[config.mk]
export PLATFORM = sky130hd
export DESIGN_NAME = am_demodulator_flat
export DESIGN_NICKNAME = d
export VERILOG_FILES = /design/src/rtl/audio_pkg.sv /design/src/rtl/am_demodulator_if.sv /design/src/rtl/demod_onepole.sv /design/src/rtl/am_demodulator.sv /design/src/flat_wrapper.sv
export SDC_FILE = /design/constraint.sdc
export NUM_CORES = 1
export LEC_CHECK = 0
export ABC_AREA = 1
export BUFFER_PORTS_ARGS = -buffer_cell sky130_fd_sc_hd__buf_2
export CAP_MARGIN = 30
export CORE_ASPECT_RATIO = 0.7
export CORE_MARGIN = 2
export CORE_UTILIZATION = 55
export CTS_CLUSTER_DIAMETER = 40
export DETAILED_ROUTE_END_ITERATION = 16
export HOLD_SLACK_MARGIN = 0.03
export PLACE_DENSITY_LB_ADDON = 0.1
export SLEW_MARGIN = 20
export SYNTH_ARGS = -nofsm -noshare
export SYNTH_HDL_FRONTEND = slang
export SYNTH_SLANG_ARGS = --single-unit
[constraint.sdc]
create_clock -name bclk -period 8.11 [get_ports bclk]
set_input_delay 0.4055 -clock bclk [delete_from_list [all_inputs] [get_ports bclk]]
set_output_delay 0.4055 -clock bclk [all_outputs]
set_load 0.01 [all_outputs]
[src/rtl/audio_pkg.sv]
// audio_pkg: shared definitions for the audio cores.
//   demod_state_e  - demodulator FSM states
//   SAMPLE_MAX/MIN - clamp limits for the default 16-bit sample width
//   sat_to_width() - clamp a wide signed value to a signed width of 'bits'
package audio_pkg;

  typedef enum logic [2:0] {
    ST_IDLE,
    ST_CAPTURE,
    ST_DCB,
    ST_RECT,
    ST_FILT,
    ST_OFFS,
    ST_SCALE
  } demod_state_e;

  localparam int AUDIO_BITSIZE = 16;
  localparam logic signed [AUDIO_BITSIZE-1:0] SAMPLE_MAX = {1'b0, {(AUDIO_BITSIZE-1){1'b1}}};
  localparam logic signed [AUDIO_BITSIZE-1:0] SAMPLE_MIN = {1'b1, {(AUDIO_BITSIZE-1){1'b0}}};

  // Clamp x to [-2^(bits-1), 2^(bits-1)-1]; the caller truncates to 'bits'.
  function automatic logic signed [63:0] sat_to_width(input logic signed [63:0] x,
                                                       input int bits);
    logic signed [63:0] hi;
    logic signed [63:0] lo;
    hi = (64'sd1 <<< (bits - 1)) - 64'sd1;
    lo = -(64'sd1 <<< (bits - 1));
    if (x > hi) return hi;
    if (x < lo) return lo;
    return x;
  endfunction

endpackage

[src/rtl/am_demodulator_if.sv]
// am_demodulator_if: frame/sample bus of the AM demodulator.
//   lrclk   - frame strobe (rising edge starts a frame)
//   in      - modulated sample, signed
//   b       - modulation offset to remove, signed
//   gain    - output gain, signed Q1.(BITSIZE-1)
//   out     - demodulated sample, signed, held between valid pulses
//   valid   - one-cycle pulse when out updates
//   overrun - one-cycle pulse when a frame start is dropped
// master drives the frame inputs; slave is the demodulator.
interface am_demodulator_if #(
  parameter int BITSIZE = 16
);
  logic                      lrclk;
  logic signed [BITSIZE-1:0] in;
  logic signed [BITSIZE-1:0] b;
  logic signed [BITSIZE-1:0] gain;
  logic signed [BITSIZE-1:0] out;
  logic                      valid;
  logic                      overrun;

  modport master (output lrclk, in, b, gain, input out, valid, overrun);
  modport slave  (input lrclk, in, b, gain, output out, valid, overrun);
endinterface

[src/rtl/demod_onepole.sv]
// demod_onepole: one-pole IIR, y <- y + ((x - y) >>> SHIFT).
//   bclk   - clock, rising edge
//   resetn - asynchronous active-low reset (y = 0)
//   en     - update strobe
//   x      - filter input, signed
//   y      - filter state, signed
// The step is formed in BITSIZE+1 bits; the new y always lies between the
// old y and x, so storing it back in BITSIZE bits cannot wrap.
module demod_onepole #(
  parameter int BITSIZE = 16,
  parameter int SHIFT   = 4
) (
  input  logic                      bclk,
  input  logic                      resetn,
  input  logic                      en,
  input  logic signed [BITSIZE-1:0] x,
  output logic signed [BITSIZE-1:0] y
);

  logic signed [BITSIZE:0] diff;
  logic signed [BITSIZE:0] step;
  logic signed [BITSIZE:0] sum;

  always_comb begin
    diff = (BITSIZE+1)'(x) - (BITSIZE+1)'(y);
    step = diff >>> SHIFT;
    sum  = (BITSIZE+1)'(y) + step;
  end

  // NOTE: sequential state is written with <= so every register samples the
  // values from before the clock edge, independent of statement order.
  always_ff @(posedge bclk or negedge resetn) begin
    if (!resetn) y <= '0;
    else if (en) y <= BITSIZE'(sum);
  end

endmodule

[src/rtl/am_demodulator.sv]
// am_demodulator: envelope-detecting AM demodulator on the I2S bit clock.
//   bclk   - sole clock, rising edge
//   resetn - asynchronous active-low reset
//   bus    - am_demodulator_if.slave (lrclk, in, b, gain -> out, valid, overrun)
// Per frame: capture -> [DC block] -> rectify -> one-pole low-pass ->
// remove offset b -> scale by gain. valid pulses 5 bclk after the edge that
// first sees lrclk high (6 with the DC block).
// Optional feature: define AM_DEMODULATOR_DCBLOCK_EN to insert a DC-tracking
// stage (state DCB) that subtracts a running mean from the captured sample.
module am_demodulator
  import audio_pkg::*;
#(
  parameter int BITSIZE = 16,
  parameter int SHIFT   = 4
) (
  input  logic            bclk,
  input  logic            resetn,
  am_demodulator_if.slave bus
);

  demod_state_e state, state_nxt;

  logic                        lr_q;
  logic                        primed;
  logic                        frame_start;
  logic signed [BITSIZE-1:0]   in_q, b_q, gain_q;
  logic signed [BITSIZE-1:0]   r_q, d_q;
  logic signed [BITSIZE-1:0]   out_q;
  logic                        valid_q, overrun_q;
  logic signed [BITSIZE-1:0]   env_y;
  logic signed [BITSIZE-1:0]   rect, offs, scaled;
  logic signed [2*BITSIZE-1:0] prod;

  // The first edge after reset only samples lrclk, so a strobe already high
  // when reset releases is not mistaken for a frame start.
  assign frame_start = primed & bus.lrclk & ~lr_q;

  demod_onepole #(.BITSIZE(BITSIZE), .SHIFT(SHIFT)) u_env (
    .bclk   (bclk),
    .resetn (resetn),
    .en     (state == ST_FILT),
    .x      (r_q),
    .y      (env_y)
  );

`ifdef AM_DEMODULATOR_DCBLOCK_EN
  logic signed [BITSIZE-1:0] dc_y;
  logic signed [BITSIZE-1:0] dcb_sample;

  demod_onepole #(.BITSIZE(BITSIZE), .SHIFT(SHIFT)) u_dc (
    .bclk   (bclk),
    .resetn (resetn),
    .en     (state == ST_DCB),
    .x      (in_q),
    .y      (dc_y)
  );

  // The mean estimate is the one held before this sample is folded in; the
  // tracker and the corrected sample both update on the same DCB edge.
  assign dcb_sample = BITSIZE'(sat_to_width(64'(in_q) - 64'(dc_y), BITSIZE));
`endif

  always_comb begin
    // NOTE: every combinational output gets a value before any branch, so no
    // path leaves it unassigned and no latch is inferred.
    state_nxt = state;
    case (state)
      ST_IDLE:    if (frame_start) state_nxt = ST_CAPTURE;
`ifdef AM_DEMODULATOR_DCBLOCK_EN
      ST_CAPTURE: state_nxt = ST_DCB;
`else
      ST_CAPTURE: state_nxt = ST_RECT;
`endif
      ST_DCB:     state_nxt = ST_RECT;
      ST_RECT:    state_nxt = ST_FILT;
      ST_FILT:    state_nxt = ST_OFFS;
      ST_OFFS:    state_nxt = ST_SCALE;
      ST_SCALE:   state_nxt = ST_IDLE;
      default:    state_nxt = ST_IDLE;
    endcase
  end

  always_comb begin
    // |in|: the most negative code saturates instead of wrapping back.
    rect   = in_q[BITSIZE-1] ? BITSIZE'(sat_to_width(-64'(in_q), BITSIZE)) : in_q;
    offs   = BITSIZE'(sat_to_width(64'(env_y) - 64'(b_q), BITSIZE));
    prod   = (2*BITSIZE)'(d_q) * (2*BITSIZE)'(gain_q);
    scaled = BITSIZE'(sat_to_width(64'(prod >>> (BITSIZE - 1)), BITSIZE));
  end

  // NOTE: the datapath registers are reset along with the control so that
  // out reads 0 straight after reset and no stale frame can leak through.
  always_ff @(posedge bclk or negedge resetn) begin
    if (!resetn) begin
      state     <= ST_IDLE;
      lr_q      <= 1'b0;
      primed    <= 1'b0;
      in_q      <= '0;
      b_q       <= '0;
      gain_q    <= '0;
      r_q       <= '0;
      d_q       <= '0;
      out_q     <= '0;
      valid_q   <= 1'b0;
      overrun_q <= 1'b0;
    end else begin
      lr_q      <= bus.lrclk;
      primed    <= 1'b1;
      state     <= state_nxt;
      valid_q   <= 1'b0;
      // A frame start while busy is dropped; the current frame carries on.
      overrun_q <= frame_start && (state != ST_IDLE);
      case (state)
        ST_CAPTURE: begin
          in_q   <= bus.in;
          b_q    <= bus.b;
          gain_q <= bus.gain;
        end
`ifdef AM_DEMODULATOR_DCBLOCK_EN
        ST_DCB:   in_q <= dcb_sample;
`endif
        ST_RECT:  r_q <= rect;
        ST_OFFS:  d_q <= offs;
        ST_SCALE: begin
          out_q   <= scaled;
          valid_q <= 1'b1;
        end
        default: ;
      endcase
    end
  end

  assign bus.out     = out_q;
  assign bus.valid   = valid_q;
  assign bus.overrun = overrun_q;

endmodule

[src/flat_wrapper.sv]
// flat-port wrapper written by rule: the top's interface ports become plain ports
module am_demodulator_flat import audio_pkg::*;
#(
  parameter int BITSIZE = 16,
  parameter int SHIFT   = 4
)
  (bclk, resetn, bus_lrclk, bus_in, bus_b, bus_gain, bus_out, bus_valid, bus_overrun);
  am_demodulator_if #(.BITSIZE(BITSIZE)) bus_i ();
  input  logic bclk;
  input  logic resetn;
  input wire logic [$bits(bus_i.lrclk)-1:0] bus_lrclk;
  input wire logic [$bits(bus_i.in)-1:0] bus_in;
  input wire logic [$bits(bus_i.b)-1:0] bus_b;
  input wire logic [$bits(bus_i.gain)-1:0] bus_gain;
  output wire logic [$bits(bus_i.out)-1:0] bus_out;
  output wire logic [$bits(bus_i.valid)-1:0] bus_valid;
  output wire logic [$bits(bus_i.overrun)-1:0] bus_overrun;
  assign bus_i.lrclk = bus_lrclk;
  assign bus_i.in = bus_in;
  assign bus_i.b = bus_b;
  assign bus_i.gain = bus_gain;
  assign bus_out = bus_i.out;
  assign bus_valid = bus_i.valid;
  assign bus_overrun = bus_i.overrun;
  am_demodulator #(.BITSIZE(BITSIZE), .SHIFT(SHIFT)) u_core (.bclk(bclk), .resetn(resetn), .bus(bus_i));
endmodule
==> key figures, run 1 <==
Final layout
  • Final Instance Count excl. Fillers: 2971
  • Antenna Cells: 0
  • Register area: 2980 um2
  • Nets: 2979
  • Commonest non-fill, non-tap cells in the layout: 627 x inv_1, 605 x nand2_1, 263 x fa_1
  • Ratio of cells with drive above 1 in the final layout: 7.18%
  • Most common cell after layout, fill and taps aside: inv_1
  • Area taken by multi-input logic gates: 12900 um2
  • Filler cells: 3207
  • Util after Layout: 59.5%
  • Layout area overhead: 6.68%

Synthesis
  • Ys Warns: 0
  • Ys async rst share: 100%
  • Post-synth EDFFs: 0
  • Avg Cell Area, Syn: 7.41 um2
  • Post-synth top flop: dfrtp_1
  • Seq/Total Area, Yosys: 16.0%
  • Cell area after synthesis: 18600 um2
  • Mapped Cells: 2513
  • Post-Syn Nets: 2969
  • Synth unique cells: 48
  • Synthesized flop and latch total: 119

Worst setup path
  • Worst reg2reg endpoint: u_core.bus.out[1]
  • Worst endpoint required time: 8.43 ns
  • CP startpoint kind: register
  • Reg2Reg Setup Slack: 1.40 ns
  • Crit end category: register
  • Crit path kind: register to register
  • Reg2reg path depth: 24
  • CP arrival: 7.03 ns
  • Reg2reg start: u_core.gain_q[4]
  • Max FO, Critical Path: 17

Placement
  • Placed insts: 2938
  • Placer Congestion: 0.931
  • Pre-CTS setup slack: 1.41 ns
  • Port Buffers: 68
  • Post-DP HPWL: 38700 um

CTS
  • H-tree depth: 4
  • Post-CTS Setup Inserts: 0
  • Clk root buf: clkbuf_16
  • Worst skew pair latency: 0.45 ns
  • # resized after CTS: 0
  • CTS Sinks: 119
  • CTS buffer count: 17
  • Clock transition at path regs: 0.06 ns
  • Max Buffers Root-to-Sink: 2
  • CTS tree: built

Timing
  • Setup_tns: 0 ns
  • RSZ-0062 raised after global routing: no
  • Max Fclk: 0.149 GHz
  • Final Max Tran Viols: 0
  • Worst Max-Slew Pin Slew: 0.861 ns
  • Final hold vios: 0
  • Tmin final: 6.71 ns
  • Final period util: 82.8%
  • Setup slack after layout: 1.40 ns
  • Setup Skew: 0.00990 ns
  • Setup-failing EPs final: 0
  • Slew headroom: 42.5%

Outcome
  • Status: complete, no violations

Min path
  • Path type of the worst min-delay path: primary input to register
  • Min-Delay Path Depth: 1
  • Worst Hold Launch: bus_lrclk
  • Endpoint, Worst Hold: u_core.lr_q

Floorplan
  • Full die area: 35400 um2
  • Die height: 158 um
  • Initial Util: 55.7%
  • Core Box Area: 33400 um2
  • Core Rows: 56
  • Ports: 69
  • Die W: 224 um

GRT
  • First-pass GRT wire length: 79900 um
  • Vias in the first global route: 15500
  • Overflow after GRT: 0
  • Largest net degree at the start of global routing: 58
  • Overall routing resource usage: 28.9%
  • Initial antenna violation count: 0

Route
  • DRT iter0 DRCs: 1292
  • Wire per inst: 15.8 um
  • DR pass1 iterations: 5
  • DR DRC count: 0
  • Via count: 15400
  • Routed wire length: 46800 um
  • Vias per cell: 5.17
  • Post-route ant nets: 0

Flow run
  • Max-cap viol count: 0
-- state kept, by name, indices dropped and copies added (netlist names) --
signal	count
u_core.in_q	16
u_core.primed	1
u_core.gain_q	16
u_core.u_env.y	16
u_core.state	3
u_core.bus.overrun	1
u_core.lr_q	1
u_core.bus.valid	1
u_core.bus.out	16
u_core.r_q	16
u_core.b_q	16
u_core.d_q	16
-- per-layer routing --
layer / GRT usage (%) / vias up / share of wire, %
li1: - / 7439 / -
met1: 43.9 / 7425 / 50
met2: 43.0 / 469 / 41
met3: 5.62 / 39 / 7.7
met4: 5.81 / 0 / 1.3
met5: 0 / - / 0
-- layout make-up --
| class | instances | share of cell area [%] |
|---|---|---|
| sequential | 119 | 15.0 |
| timing repair buffer | 80 | 2.25 |
| clock inverter | 14 | 0.875 |
| tap | 435 | 2.74 |
| multi-input combinational | 1676 | 65.1 |
| inverter | 629 | 11.9 |
| clock buffer | 18 | 2.16 |
-- stage by stage --
stage	hold slack (ns)	instance area, um2
6_report	0.0795	19900
5_1_grt	0.0638	19900
4_1_cts	0.0571	19900
3_5_place_dp	0.301	19300
3_3_place_gp	0.300	19200
2_1_floorplan	0.110	18600
-- cells in the mapped netlist (2+ instances only) --
| cell type | count | share of area [%] |
|---|---|---|
| o211ai_1 | 4 | 0.16 |
| dfrtp_1 | 119 | 16 |
| nand3_2 | 3 | 0.16 |
| nand4_1 | 17 | 0.57 |
| o31ai_1 | 3 | 0.12 |
| xnor2_1 | 18 | 0.85 |
| mux2_2 | 17 | 1.0 |
| a21o_1 | 8 | 0.32 |
| nand3_1 | 80 | 2.1 |
| buf_4 | 2 | 0.081 |
| or2_2 | 12 | 0.40 |
| inv_1 | 627 | 13 |
| buf_2 | 5 | 0.13 |
| nand3b_1 | 4 | 0.16 |
| nor2_1 | 228 | 4.6 |
| o21a_1 | 3 | 0.12 |
| inv_2 | 2 | 0.040 |
| a21oi_2 | 12 | 0.56 |
| nor2_2 | 8 | 0.27 |
| nor3_2 | 2 | 0.11 |
| fa_1 | 263 | 28 |
| nand2_1 | 605 | 12 |
| a21oi_1 | 129 | 3.5 |
| xor2_1 | 32 | 1.5 |
| buf_6 | 2 | 0.12 |
| ha_1 | 142 | 9.5 |
| nand2_2 | 7 | 0.24 |
| o21ai_0 | 39 | 1.0 |
| nor3_1 | 14 | 0.38 |
| a31oi_1 | 3 | 0.10 |
| clkbuf_1 | 79 | 1.6 |
| o21bai_1 | 8 | 0.32 |
-- worst max-delay path: stages, from the launching register on --
cell,delay [ns]
dfrtp_1,0.81
nand2_1,0.25
fa_1,0.59
inv_1,0.08
fa_1,0.54
buf_4,0.21
inv_1,0.08
fa_1,0.57
inv_1,0.12
fa_1,0.55
inv_1,0.06
fa_1,0.53
inv_1,0.06
fa_1,0.47
ha_1,0.39
nand2_1,0.12
inv_1,0.04
a21boi_0,0.17
nand2_1,0.07
a21oi_1,0.15
nand2_1,0.09
nand2_2,0.08
nand3_2,0.08
nand2_2,0.34
a21oi_1,0.13
-- cells by family after synthesis --
family	Yosys count	share of synthesized area, %
adder cells (fa/ha/maj)	405	37.8
buffers and inverters	718	14.6
AO/OA/AOI/OAI	216	6.58
other	1	0.0201
flip-flops	119	16.0
multiplexers	17	1.03
XOR/XNOR	50	2.35
AND/OR/NAND/NOR	987	21.6
-- repair_timing --
item	in CTS	in global routing
hold endpoints to repair	18	0
endpoints found under the setup margin	0	0
hold buffers	1	0
-- worst max-delay path by stage --
stage,cells after the start,slack [ns],startpoint,to
after floorplan,25,1.73,u_core.d_q[15],u_core.bus.out[10]
after global placement,24,1.53,u_core.gain_q[4],u_core.bus.out[0]
after detailed placement,23,1.41,u_core.gain_q[4],u_core.bus.out[14]
after CTS,23,1.40,u_core.gain_q[5],u_core.bus.out[1]
after global routing,24,0.84,u_core.gain_q[5],u_core.bus.out[14]
final,24,1.40,u_core.gain_q[4],u_core.bus.out[1]
Power of run 1 is left out: the tool's default activity adds up to more than one toggle a clock period on the data nets, which glitch-free logic cannot reach.
==> inputs of run 2 (changes only) <==
--- a/config.mk
+++ b/config.mk
@@ -5,7 +5,7 @@
 export SDC_FILE = /design/constraint.sdc
 export NUM_CORES = 1
 export LEC_CHECK = 0
-export ABC_AREA = 1
+export ABC_AREA = 0
 export BUFFER_PORTS_ARGS = -buffer_cell sky130_fd_sc_hd__buf_2
 export CAP_MARGIN = 30
 export CORE_ASPECT_RATIO = 0.7
==> constraint.sdc (replaced) <==
create_clock -name bclk -period 5.8 [get_ports bclk]
set_input_delay 0.29 -clock bclk [delete_from_list [all_inputs] [get_ports bclk]]
set_output_delay 0.29 -clock bclk [all_outputs]
set_load 0.01 [all_outputs]
==> run 2 against run 1 <==
Against the previous run: the run now ends with negative setup slack left; flip-flop and latch count is the same; maximum frequency grew 6.3%; clock skew is essentially flat; largest cell class unchanged; synthesized cell count is 26% lower; clock-buffer cell count did not move.
==> key figures, run 2 <==
Timing
  • Setup-failing EPs final: 16
  • Final period util: 109%
  • Slew headroom: 40.6%
  • Setup_tns: -7.69 ns
  • Setup Skew: 0.00961 ns
  • Max Fclk: 0.158 GHz
  • Final hold vios: 0
  • Worst Max-Slew Pin Slew: 0.891 ns
  • Setup slack after layout: -0.516 ns
  • Tmin final: 6.32 ns
  • Final Max Tran Viols: 0
  • RSZ-0062 raised after global routing: yes

Final layout
  • Commonest non-fill, non-tap cells in the layout: 361 x inv_1, 247 x fa_1, 220 x nand2_1
  • Final Instance Count excl. Fillers: 2508
  • Ratio of cells with drive above 1 in the final layout: 21.9%
  • Layout area overhead: 20.0%
  • Filler cells: 2448
  • Nets: 2539
  • Antenna Cells: 0
  • Util after Layout: 67.5%
  • Post-route cell area: 20400 um2
  • Most common cell after layout, fill and taps aside: inv_1

Synthesis
  • Synth unique cells: 72
  • Post-Syn Nets: 2323
  • Seq/Total Area, Yosys: 17.5%
  • Count leader, synth: inv_1
  • Synthesized flop and latch total: 119
  • Top cell type's share of synthesized area: 31.0%
  • Post-synth top flop: dfrtp_1
  • Ys async rst share: 100%
  • Avg Cell Area, Syn: 9.11 um2
  • Post-synth top area cell: fa_1
  • Ys Warns: 0
  • Post-synth EDFFs: 0
  • Ranking of synthesized cells by area: fa_1 31%, dfrtp_1 18%, ha_1 10%
  • Most instantiated cells after synthesis: 374 x inv_1, 263 x fa_1, 227 x nand2_1
  • Mapped Cells: 1867
  • Cell area after synthesis: 17000 um2

Min path
  • Worst Hold Launch: bus_b[14]
  • Endpoint, Worst Hold: u_core.b_q[14]
  • Min-Delay Path Depth: 3
  • Path type of the worst min-delay path: primary input to register

Worst setup path
  • Crit end category: register
  • Slowest Stage Delay on Critical Path: 0.54 ns
  • CP arrival: 6.67 ns
  • Worst reg2reg endpoint: u_core.bus.out[2]
  • Max FO, Critical Path: 8
  • CP Buf/Inv Count: 7
  • Reg2reg start: u_core.d_q[8]
  • Crit. Startpoint: u_core.d_q[8]
  • Worst endpoint required time: 6.15 ns
  • CP startpoint kind: register
  • CP max-delay cell: fa_1
  • CP most frequent cell: fa_1
  • Critical Path, Cell by Cell: buf_12 -> and2_4 -> fa_1 -> inv_1 -> fa_1 -> fa_1 -> inv_1 -> fa_1 -> fa_1 -> inv_2 -> fa_1 -> inv_2 -> ha_4 -> a21o_1 -> a31o_4 -> a211oi_4 -> o211ai_1 -> nand2_2 -> o211ai_1 -> buf_4 -> a311o_1 -> buf_6 -> o21ai_2
  • Reg2Reg Setup Slack: -0.52 ns
  • Reg2reg path depth: 23
  • Crit path kind: register to register
  • Worst path top cell family by delay: adder cells

Route
  • DR DRC count: 0
  • DRT iter0 DRCs: 760
  • Wire per inst: 16.4 um
  • Via count: 13300
  • Vias per cell: 5.29
  • Routed wire length: 41200 um
  • DR pass1 iterations: 5
  • Post-route ant nets: 0

Floorplan
  • Ports: 69
  • Core Box Area: 30200 um2
  • Initial Util: 56.2%
  • Die height: 151 um
  • Die W: 214 um
  • Full die area: 32400 um2
  • Core Rows: 53

CTS
  • H-tree depth: 4
  • Clk root buf: clkbuf_16
  • Max Buffers Root-to-Sink: 2
  • CTS tree: built
  • Worst skew pair latency: 0.43 ns
  • CTS Sinks: 119
  • Clock transition at path regs: 0.06 ns
  • CTS buffer count: 17

GRT
  • Largest net degree at the start of global routing: 68
  • First-pass GRT wire length: 70300 um
  • Overall routing resource usage: 27.6%
  • Overflow after GRT: 0
  • Vias in the first global route: 14000
  • Initial antenna violation count: 0

Placement
  • Placed insts: 2432
  • Post-DP HPWL: 33100 um
  • Port Buffers: 68
  • Cell Area, Placed: 19100 um2
  • Placer Congestion: 0.904

Outcome
  • Status: finished with violations
  • Failing checks: negative setup slack

Flow run
  • Max-cap viol count: 0
==> run 2: cell count changes in the layout (fill, tap and decap cells not counted), sizes merged, moves of 71 or more <==
cell and change:
nand3 -71, and2 +129, buf +183, nor2 -174, inv -250, a21oi -97, nand2 -385
==> run 2: cells by family after synthesis <==
group           count (synthesis)  share of synthesized area, %
fa+ha+maj                     418                          42.2
buf+inv                       442                          9.86
xor+xnor                       62                          3.19
flops                         119                          17.5
compound gates                250                          9.23
mux                            35                          2.30
simple gates                  540                          15.7
other cells                     1                        0.0221
==> run 2: how the worst max path moves through the flow <==
| stage | to | cells after the start |
|---|---|---|
| 2_1_floorplan | u_core.bus.out[0] | 22 |
| 3_3_place_gp | u_core.bus.out[0] | 22 |
| 3_5_place_dp | u_core.bus.out[12] | 22 |
| 4_1_cts | u_core.bus.out[1] | 23 |
| 5_1_grt | u_core.bus.out[4] | 23 |
| 6_report | u_core.bus.out[2] | 23 |
==> run 2: per-layer routing <==
metal / global-route usage, % / wire length, um / vias to the layer above
li1: - / - / 6317
met1: 39.8 / 19400 / 6585
met2: 44.7 / 18800 / 320
met3: 3.53 / 2170 / 49
met4: 6.84 / 779 / 0
met5: 0 / 0 / -
==> run 2: tightest hold or removal path: cells and delay by family <==
family                 cells  cell delay [ns]
AO/OA/AOI/OAI              1             0.06
buffers and inverters      1             0.08
AND/OR/NAND/NOR            1             0.03
==> run 2: area by class of cell <==
class                      count  area (um2)  area share (%)
sequential                   119        3000            14.7
timing repair buffer         264        2050            10.1
clock inverter                14         116           0.570
multi-input combinational   1306       12900            63.1
clock buffer                  18         429            2.10
inverter                     375        1410            6.91
tap                          412         515            2.53
==> run 2: per-stage QoR <==
stage	setup slack, ns	hold slack [ns]
2_1_floorplan	-0.0576	-0.00559
3_3_place_gp	-0.627	0.327
3_5_place_dp	-0.676	0.339
4_1_cts	-0.412	0.0484
5_1_grt	-0.725	0.0753
6_report	-0.516	0.0613
==> run 2: timing repair <==
action	4_1_cts	5_1_grt
gates cloned	0	0
setup endpoints to repair	16	16
hold buffers	2	0
endpoints found under the hold margin	42	0
gates resized for setup	66	28
setup buffers	29	12
pin swaps	60	26
Power of run 2 is left out for the same reason.
==> inputs of run 3 (changes only) <==
--- a/config.mk
+++ b/config.mk
@@ -7,11 +7,11 @@
 export LEC_CHECK = 0
 export ABC_AREA = 0
 export BUFFER_PORTS_ARGS = -buffer_cell sky130_fd_sc_hd__buf_2
-export CAP_MARGIN = 30
 export CORE_ASPECT_RATIO = 0.7
 export CORE_MARGIN = 2
-export CORE_UTILIZATION = 55
+export CORE_UTILIZATION = 50
 export CTS_CLUSTER_DIAMETER = 40
+export CTS_CLUSTER_SIZE = 12
 export DETAILED_ROUTE_END_ITERATION = 16
 export HOLD_SLACK_MARGIN = 0.03
 export PLACE_DENSITY_LB_ADDON = 0.1
==> run 3 against run 2 <==
Against the previous run: the run still ends with negative setup slack left; clock-buffer cell count rose by 1; non-clock buffer count rose by 16; via count fell by 0.73%; sequential share of layout area fell by 0.16 points; flip-flop and latch count did not move; global-route usage fell by 2.3 points; routed wire length rose by 1.9%; first-iteration DRC count rose by 15%; die area rose by 9.8%; critical endpoint is now u_core.bus.out[4]; worst setup slack got worse by 0.064 ns.
==> key figures, run 3 (synthesis results as in run 2) <==
GRT
  • Overall routing resource usage: 25.3%
  • Initial antenna violation count: 1
  • Overflow after GRT: 0
  • First-pass GRT wire length: 69800 um
  • Vias in the first global route: 13800
  • Largest net degree at the start of global routing: 43

Worst setup path
  • Crit end category: register
  • Critical Path, Cell by Cell: buf_4 -> buf_4 -> buf_4 -> and2_1 -> fa_1 -> fa_2 -> fa_1 -> fa_1 -> fa_1 -> inv_1 -> fa_1 -> inv_1 -> ha_4 -> a21oi_2 -> o21bai_2 -> a21oi_2 -> nor2_1 -> a21oi_2 -> o211ai_1 -> buf_4 -> buf_6 -> xor2_4 -> a21oi_4 -> a221oi_2
  • CP startpoint kind: register
  • Slowest Stage Delay on Critical Path: 0.58 ns
  • Reg2Reg Setup Slack: -0.58 ns
  • CP arrival: 6.73 ns
  • Max FO, Critical Path: 5
  • CP most frequent cell: fa_1
  • Reg2reg path depth: 24
  • CP max-delay cell: fa_1
  • Worst endpoint required time: 6.15 ns
  • Reg2reg start: u_core.d_q[9]
  • Crit path kind: register to register
  • Worst reg2reg endpoint: u_core.bus.out[4]

Floorplan
  • Die W: 224 um
  • Core Rows: 56
  • Die height: 158 um
  • Initial Util: 50.8%
  • Core Box Area: 33500 um2
  • Ports: 69
  • Full die area: 35500 um2

Final layout
  • Commonest non-fill, non-tap cells in the layout: 354 x inv_1, 241 x fa_1, 219 x nand2_1
  • Area taken by multi-input logic gates: 13000 um2
  • Most common cell after layout, fill and taps aside: inv_1
  • Util after Layout: 61.6%
  • Register area: 3000 um2
  • Nets: 2555
  • Ratio of cells with drive above 1 in the final layout: 23.9%
  • Filler cells: 2873
  • Layout area overhead: 21.3%

Timing
  • Final Max Tran Viols: 0
  • Slew headroom: 36.2%
  • Final hold vios: 0
  • Worst Max-Slew Pin Slew: 0.957 ns
  • Setup_tns: -8.49 ns
  • RSZ-0062 raised after global routing: yes
  • Max Fclk: 0.157 GHz
  • Setup-failing EPs final: 16
  • Setup slack after layout: -0.580 ns
  • Setup Skew: 0.0140 ns
  • Tmin final: 6.38 ns
  • Final period util: 110%

Route
  • DRT iter0 DRCs: 875
  • Post-route ant nets: 0
  • Routed wire length: 42000 um
  • Via count: 13200
  • Vias per cell: 5.17
  • DR DRC count: 0
  • DR pass1 iterations: 5
  • Wire per inst: 16.5 um

CTS
  • Max Buffers Root-to-Sink: 2
  • Clock transition at path regs: 0.07 ns
  • Clk root buf: clkbuf_16
  • CTS tree: built
  • H-tree depth: 4
  • Worst skew pair latency: 0.45 ns
  • CTS buffer count: 17
  • CTS Sinks: 119

Min path
  • Worst Hold Launch: bus_b[14]
  • Min-Delay Path Depth: 3
  • Endpoint, Worst Hold: u_core.b_q[14]
  • Path type of the worst min-delay path: primary input to register

Flow run
  • Max-cap viol count: 0

Outcome
  • Status: finished with violations
  • Failing checks: negative setup slack

Placement
  • Placer Congestion: 0.876
  • Port Buffers: 68
  • Post-DP HPWL: 33300 um
## run 3: worst max-delay path: cells and delay by family (launching register included)
family          cells  cell delay [ns]
fa+ha+maj           7             3.38
compound gates      7             1.12
buf+inv             7             0.88
flops               1             0.45
simple gates        2             0.25
xor+xnor            1             0.21
## run 3: worst max path at each step
| stage | to | depth (start not counted) | start | slack, ns |
|---|---|---|---|---|
| detailed placement | u_core.bus.out[12] | 22 | u_core.d_q[11] | -0.75 |
| global placement | u_core.bus.out[0] | 22 | u_core.d_q[11] | -0.60 |
| floorplan | u_core.bus.out[0] | 22 | u_core.gain_q[4] | -0.06 |
| CTS | u_core.bus.out[13] | 23 | u_core.gain_q[4] | -0.44 |
| global route | u_core.bus.out[10] | 23 | u_core.gain_q[4] | -0.81 |
| finish | u_core.bus.out[4] | 24 | u_core.d_q[9] | -0.58 |
## run 3: timing repair
item	CTS	global route
resized for setup	57	78
hold endpoints to repair	43	0
endpoints found under the setup margin	16	16
pin swaps	38	62
setup buffers	36	15
hold buffers	6	0
## run 3: through the flow
step | cell area, um2 | hold slack (ns) | cells | setup WS (ns)
floorplan | 17400 | -0.00559 | 1867 | -0.0576
global placement | 19100 | 0.300 | 2457 | -0.601
detailed placement | 19100 | 0.303 | 2457 | -0.746
CTS | 20200 | 0.0304 | 2531 | -0.445
global route | 20600 | 0.0622 | 2548 | -0.815
finish | 20600 | 0.0402 | 2548 | -0.580
## run 3: layout make-up
cell class | count | share of cell area [%]
inverter | 375 | 6.85
clock buffer | 19 | 2.15
tap | 435 | 2.64
multi-input combinational | 1306 | 62.9
timing repair buffer | 280 | 10.3
clock inverter | 13 | 0.552
antenna | 1 | 0.0121
sequential | 119 | 14.6
## run 3: routing by layer
metal / GRT usage, % / vias to the layer above / wire length, um
met5: 0 / - / 0
met2: 40.9 / 233 / 19200
li1: - / 6331 / -
met3: 3.25 / 31 / 1600
met1: 36.8 / 6579 / 20700
met4: 5.55 / 0 / 515
Power of run 3 is left out for the same reason.
